`config.mk`:
```
export PLATFORM = sky130hd
export DESIGN_NAME = palette_pixel_mapper
export DESIGN_NICKNAME = d
export VERILOG_FILES = /design/src/rtl/palette_pkg.sv /design/src/rtl/pix_pipe_stage.sv /design/src/rtl/palette_pixel_mapper.sv
export SDC_FILE = /design/constraint.sdc
export NUM_CORES = 1
export LEC_CHECK = 0
export BUFFER_PORTS_ARGS = -buffer_cell sky130_fd_sc_hd__buf_2
export CAP_MARGIN = 20
export CORE_MARGIN = 2
export CORE_UTILIZATION = 40
export CTS_CLUSTER_SIZE = 8
export DETAILED_ROUTE_END_ITERATION = 8
export PLACE_DENSITY_LB_ADDON = 0.15
export SYNTH_ARGS = -nofsm -noshare
export SYNTH_HDL_FRONTEND = slang
export SYNTH_HIERARCHICAL = 1
export SYNTH_SLANG_ARGS = --single-unit
```
`constraint.sdc`:
```
create_clock -name CLK -period 4.68 [get_ports CLK]
set_input_delay 0.702 -clock CLK [delete_from_list [all_inputs] [get_ports CLK]]
set_output_delay 0.702 -clock CLK [all_outputs]
set_load 0.02 [all_outputs]
```
`src/rtl/palette_pkg.sv`:
```
// Shared types and constants for the palette pixel mapper slice.
// Contents:
//   color_t   12-bit {R[3:0],G[3:0],B[3:0]} colour
//   cidx_t    2-bit colour index into the four-entry level palette
//   level_t   3-bit level number
//   IDX_BLACK index that is never flashed
//   IDX_WHITE index whose colour replaces the others during a flash frame
//   map_color palette lookup including the flash override
package palette_pkg;

  typedef logic [11:0] color_t;
  typedef logic [1:0]  cidx_t;
  typedef logic [2:0]  level_t;

  localparam cidx_t IDX_BLACK = 2'd2;
  localparam cidx_t IDX_WHITE = 2'd3;

  // During a flash frame every index except black shows the white entry.
  function automatic color_t map_color(input logic [3:0][11:0] tbl,
                                       input cidx_t            idx,
                                       input logic             flash);
    color_t c;
    if (flash && (idx != IDX_BLACK)) begin
      c = tbl[IDX_WHITE];
    end else begin
      c = tbl[idx];
    end
    return c;
  endfunction

endpackage

```
`src/rtl/pix_pipe_stage.sv`:
```
// Generic valid/ready register slice.
// Ports:
//   clk, rst_n          clock, asynchronous active-low reset
//   in_valid/in_ready   upstream handshake (in_ready is combinational)
//   in_data [W-1:0]     upstream payload
//   out_valid/out_ready downstream handshake (out_valid is registered)
//   out_data [W-1:0]    registered payload
// The slice accepts whenever it is empty or its content is leaving this edge,
// so bubbles collapse and a full chain still moves one item per cycle.
module pix_pipe_stage #(
  parameter int unsigned W = 3
) (
  input  logic         clk,
  input  logic         rst_n,
  input  logic         in_valid,
  output logic         in_ready,
  input  logic [W-1:0] in_data,
  output logic         out_valid,
  input  logic         out_ready,
  output logic [W-1:0] out_data
);

  logic         valid_q, valid_d;
  logic [W-1:0] data_q, data_d;

  assign in_ready  = !valid_q || out_ready;
  assign out_valid = valid_q;
  assign out_data  = data_q;

  // Next-state: load on advance, otherwise hold the stalled item.
  always_comb begin
    valid_d = valid_q;
    data_d  = data_q;
    if (in_ready) begin
      valid_d = in_valid;
      if (in_valid) begin
        data_d = in_data;
      end else begin
        data_d = data_q;
      end
    end else begin
      valid_d = valid_q;
      data_d  = data_q;
    end
  end

  // Stage register.
  always_ff @(posedge clk or negedge rst_n) begin
    if (!rst_n) begin
      valid_q <= 1'b0;
      data_q  <= {W{1'b0}};
    end else begin
      valid_q <= valid_d;
      data_q  <= data_d;
    end
  end

endmodule

```
`src/rtl/palette_pixel_mapper.sv`:
```
// Maps a stream of 2-bit colour indices to 12-bit RGB through the level
// palette, which is latched on the first pixel of each frame so that a level
// change never tears a frame. A level change starts a flash effect that
// whitens the playfield on alternate frames, beginning with the change frame.
// Ports:
//   CLK, RESET_N                 clock, asynchronous active-low reset
//   LEVEL                        current level, sampled on the first pixel
//   COLOR_0..COLOR_3             palette colours, sampled on the first pixel
//   PIX_VALID/PIX_READY          input handshake
//   PIX_IDX, PIX_LAST            input colour index and end-of-frame flag
//   RGB_VALID/RGB_READY          output handshake
//   RGB, RGB_LAST                registered output colour and end-of-frame
// Pipeline: S1 holds {idx,last}; the lookup happens on the S1->S2 move, and
// S2 holds {rgb,last}.
module palette_pixel_mapper
  import palette_pkg::*;
#(
  parameter int unsigned FLASH_FRAMES = 8,
  parameter int unsigned CNT_W        = $clog2(FLASH_FRAMES + 1)
) (
  input  logic        CLK,
  input  logic        RESET_N,
  input  logic [2:0]  LEVEL,
  input  logic [11:0] COLOR_0,
  input  logic [11:0] COLOR_1,
  input  logic [11:0] COLOR_2,
  input  logic [11:0] COLOR_3,
  input  logic        PIX_VALID,
  output logic        PIX_READY,
  input  logic [1:0]  PIX_IDX,
  input  logic        PIX_LAST,
  output logic        RGB_VALID,
  input  logic        RGB_READY,
  output logic [11:0] RGB,
  output logic        RGB_LAST
);

  localparam logic [CNT_W-1:0] FLASH_LOAD = CNT_W'(FLASH_FRAMES);
  localparam logic [CNT_W-1:0] CNT_ZERO   = {CNT_W{1'b0}};
  localparam logic [CNT_W-1:0] CNT_ONE    = {{(CNT_W-1){1'b0}}, 1'b1};

  logic [3:0][11:0] table_q, table_d;
  level_t           lvl_q, lvl_d;
  logic [CNT_W-1:0] flash_cnt_q, flash_cnt_d;
  logic             flash_q, flash_d;
  logic             sof_q, sof_d;

  logic             accept_s;
  logic             sof_evt_s;
  logic [CNT_W-1:0] cnt_next_s;
  logic             s1_valid_s;
  logic             s2_ready_s;
  logic [2:0]       s1_data_s;
  logic [12:0]      s2_in_s;
  logic [12:0]      s2_data_s;

  pix_pipe_stage #(.W(3)) u_s1 (
    .clk       (CLK),
    .rst_n     (RESET_N),
    .in_valid  (PIX_VALID),
    .in_ready  (PIX_READY),
    .in_data   ({PIX_IDX, PIX_LAST}),
    .out_valid (s1_valid_s),
    .out_ready (s2_ready_s),
    .out_data  (s1_data_s)
  );

  // Lookup uses the table/flash currently held, i.e. before any SOF update
  // on the same edge, so a frame's tail pixels keep that frame's palette.
  assign s2_in_s = {map_color(table_q, s1_data_s[2:1], flash_q), s1_data_s[0]};

  pix_pipe_stage #(.W(13)) u_s2 (
    .clk       (CLK),
    .rst_n     (RESET_N),
    .in_valid  (s1_valid_s),
    .in_ready  (s2_ready_s),
    .in_data   (s2_in_s),
    .out_valid (RGB_VALID),
    .out_ready (RGB_READY),
    .out_data  (s2_data_s)
  );

  assign RGB      = s2_data_s[12:1];
  assign RGB_LAST = s2_data_s[0];

  // Frame-start tracking, palette latch and flash countdown.
  always_comb begin
    accept_s  = PIX_VALID && PIX_READY;
    sof_evt_s = accept_s && sof_q;

    if (LEVEL != lvl_q) begin
      cnt_next_s = FLASH_LOAD;
    end else if (flash_cnt_q != CNT_ZERO) begin
      cnt_next_s = flash_cnt_q - CNT_ONE;
    end else begin
      cnt_next_s = CNT_ZERO;
    end

    table_d     = table_q;
    lvl_d       = lvl_q;
    flash_cnt_d = flash_cnt_q;
    flash_d     = flash_q;
    if (sof_evt_s) begin
      table_d     = {COLOR_3, COLOR_2, COLOR_1, COLOR_0};
      lvl_d       = LEVEL;
      flash_cnt_d = cnt_next_s;
      // Even non-zero counts flash: the change frame (count = FLASH_FRAMES)
      // flashes, the next one does not, and so on.
      flash_d     = (cnt_next_s != CNT_ZERO) && !cnt_next_s[0];
    end else begin
      table_d     = table_q;
      lvl_d       = lvl_q;
      flash_cnt_d = flash_cnt_q;
      flash_d     = flash_q;
    end

    if (accept_s) begin
      sof_d = PIX_LAST;
    end else begin
      sof_d = sof_q;
    end
  end

  // Palette, level and flash state registers.
  always_ff @(posedge CLK or negedge RESET_N) begin
    if (!RESET_N) begin
      table_q     <= {4{12'h000}};
      lvl_q       <= 3'd0;
      flash_cnt_q <= CNT_ZERO;
      flash_q     <= 1'b0;
      sof_q       <= 1'b1;
    end else begin
      table_q     <= table_d;
      lvl_q       <= lvl_d;
      flash_cnt_q <= flash_cnt_d;
      flash_q     <= flash_d;
      sof_q       <= sof_d;
    end
  end

endmodule

```
==> run_results.csv <==
group,metric,value,unit
setup_path,r2r_end,"flash_cnt_q[0]$_DFFE_PN0P_",
route,wl_per_cell,13.93,um
setup_path,crit_path_top_delay_cell,"nand3_2",
global_routing,antenna_found_initial,0,
setup_path,worstSetupPathType,"input pin to flop",
setup_path,crit_family,"simple AND/OR/NAND/NOR gates",
sta,tightest_slew,0.9749,ns
yosys,yosysSeqAreaShare,52.96,%
setup_path,crit_buf_inv,2,
cts,cts.sink_count,75,
power,p_per_area,498.1,nW/um^2
sta,fin_crit,2.339,ns
route,postRouteAntennaNets,0,
setup_path,ff2ff_setup_slack,2.40,ns
yosys,syn_area_per_cell,9.506,um^2
route,post_drt_via_cell_ratio,4.778,
setup_path,slowest_delay,0.53,ns
sta,drv_slew,0,
die,die_y,98.15,um
sta,setup_tns,0,ns
route,highest_layer,"met4",
sta,hold_ws,0.4783,ns
run,maxCapViolCount,0,
yosys,synthArstFlopShare,100.0,%
sta,fin_skew,0.01220,ns
setup_path,cp-start-kind,"input pin",
global_routing,gr-usage-all-layers,17.08,%
sta,clock.fmax,427.6,MHz
power,power_leakage,2.206,nW
setup_path,path_depth,7,
global_routing,grt_max_degree,76,
die,fp-row-count,34,
worst_hold_path,holdCritStartpoint,"table_q[4]$_DFFE_PN0P_",
layout,antenna-diode-count,0,
layout,drive_above_1_share,29.64,%
cts,clk_latency,0.35,ns
sta,hold_viol,0,
layout,num-fill-cells,908,
setup_path,cp_max_fo,33,
placed_design,port_buffers,72,
cts,post-cts-setup-buffers,0,
placed_design,gp_congestion,0.7541,
route,dr_wl_met2,3300,um
global_routing,grt_pass1_wl,13120,um
setup_path,required,4.96,ns
route,wl_met3,295,um
cts,cts_root_buffer,"clkbuf_8",
worst_hold_path,hold_class,"flop to flop",
setup_path,r2r_cells,6,
cts,cts_tree,"done",
cts,ctsResizeCount,0,
cts,clk_pin_slew,0.08,ns
die,core,8678,um^2
setup_path,cpMostUsedCell,"nand2b_4",
die,floorplan.initialDensity,40.86,%
worst_hold_path,hold_end,"table_q[4]$_DFFE_PN0P_",
sta,finalCritPeriodShare,49.98,%
yosys,ys_types,37,
setup_path,crit_chain,"buf_2 > nand2b_4 > nand2b_4 > nand3_2 > buf_4 > nor4_1 > a21o_1",
setup_path,arrival,2.62,ns
die,io_pins,73,
setup_path,endpoint_kind,"flop",
yosys,yosys_warnings,6,
route,dr.first_iter.drc_count,115,
sta,rsz0062_at_grt,"false",
worst_hold_path,min_path_cells,2,
sta,finalSetupViolCount,0,
yosys,synth_edf_count,0,
route,wl,7661,um
global_routing,grt_pass1_vias,2675,
cts,clk_path_buf_depth,2,
sta,relSlewSlack,35.01,%
yosys,postSynthCellCount,373,
global_routing,overflow,0,
layout,nets,496,
power,max-vdd-ir-drop,0.1623,mV
cts,ctsHtreeMaxLevel,3,
route,via_count,2628,
yosys,ys_ff_latch,75,
cts,cts_made_buffers,9,
layout,areaGrowthSynthToFinish,16.83,%
route,drc,0,
route,wl_met1,3958,um
cts,ctsHoldBuffers,0,
yosys,syn_nets,432,
setup_path,rr_startpoint,"u_s2/out_valid$_DFFE_PN0P_",
placed_design,post-dp-hpwl,5072,um
power,power,0.002064,W
route,drtPass1Iterations,4,
status,outcome,"finished clean",
yosys,ys.flop_type,"dfrtp_1",
die,die_x,98.15,um
yosys,syn_area,3546,um^2
die,dieArea,9633,um^2
-- worst max-delay path by stage --
stage               slack, ns                         end       from
floorplan                2.83     table_q[12]$_DFFE_PN0P_  RGB_READY
global placement         1.99         flash_q$_DFFE_PN0P_  RGB_READY
detailed placement       1.94         flash_q$_DFFE_PN0P_  RGB_READY
CTS                      2.32  flash_cnt_q[0]$_DFFE_PN0P_  RGB_READY
global route             2.11         flash_q$_DFFE_PN0P_  RGB_READY
finish                   2.34  flash_cnt_q[0]$_DFFE_PN0P_  RGB_READY
-- kinds of logic (layout without fill, tap and decap cells) --
family / Yosys count / in the layout / synth area share [%]
xor+xnor: 3 / 3 / 1.376
flops: 75 / 75 / 52.96
compound gates: 32 / 32 / 5.646
fa+ha+maj: 1 / 1 / 0.3528
mux: 39 / 39 / 13.34
buf+inv: 24 / 93 / 3.247
simple gates: 199 / 199 / 23.08
-- Yosys cell counts (3+ instances only) --
cell	number	area, um^2
buf_2	4	20.02
mux2_4	13	195.2
nor2_1	15	56.30
mux2i_1	12	120.1
a21oi_1	10	50.05
clkbuf_1	13	48.80
o21ai_0	12	60.06
xnor2_2	3	48.80
buf_1	3	11.26
dfrtp_1	74	1852
mux2_2	14	157.7
nand2_1	168	630.6
-- layout by cell type, fill, tap and decap left out, drive strengths merged, types with 2 or more instances in the layout --
| cell | count |
|---|---|
| inv | 3 |
| mux2 | 27 |
| a21oi | 10 |
| clkinv | 4 |
| nand2b | 2 |
| nand2 | 170 |
| a21o | 2 |
| or2b | 2 |
| buf | 75 |
| xnor2 | 3 |
| dfrtp | 74 |
| a211oi | 3 |
| nor2 | 15 |
| mux2i | 12 |
| clkbuf | 10 |
| nand3 | 2 |
| o21ai | 12 |
| nor3 | 2 |
-- power breakdown --
part / switching (W) / leakage (nW) / internal (W)
Sequential: 0.000144 / 0.924 / 0.000834
Clock: 0.000248 / 0.0924 / 0.000207
Combinational: 0.000332 / 1.19 / 0.000299
-- sequential cells by signal, summed over array words and instances (netlist names) --
name	count
sof_q	1
table_q	48
u_s1/out_data	3
flash_cnt_q	4
u_s2/out_data	13
lvl_q	3
flash_q	1
u_s1/out_valid	1
u_s2/out_valid	1
-- tightest hold or removal path, delay by kind of cell (launching register included) --
family | cells | cell delay, ns
simple gates | 2 | 0.10
flops | 1 | 0.35
-- per-stage QoR --
step	worst slack (ns)	std cells	instance area [um^2]	utilization, %
detailed placement	1.945	534	3965	45.69
CTS	2.320	550	4143	47.74
global route	2.114	550	4143	47.74
global placement	1.986	534	3965	45.69
floorplan	2.830	373	3546	-
finish	2.341	550	4143	47.74
-- area by class of cell --
class,instances,area [um^2],area share (%)
timing repair buffer,75,385.4,9.302
sequential,75,1878,45.33
tap,108,135.1,3.262
clock inverter,6,40.04,0.9665
inverter,2,7.507,0.1812
clock buffer,10,137.6,3.322
multi-input combinational,274,1559,37.63
-- per-layer routing --
layer / vias up / track usage [%]
met5: - / 0
met4: 0 / 6.849
met3: 8 / 3.006
met2: 53 / 25.18
met1: 1234 / 25.14
li1: 1333 / -
No activity file was read; power rests on OpenSTA's default activity.
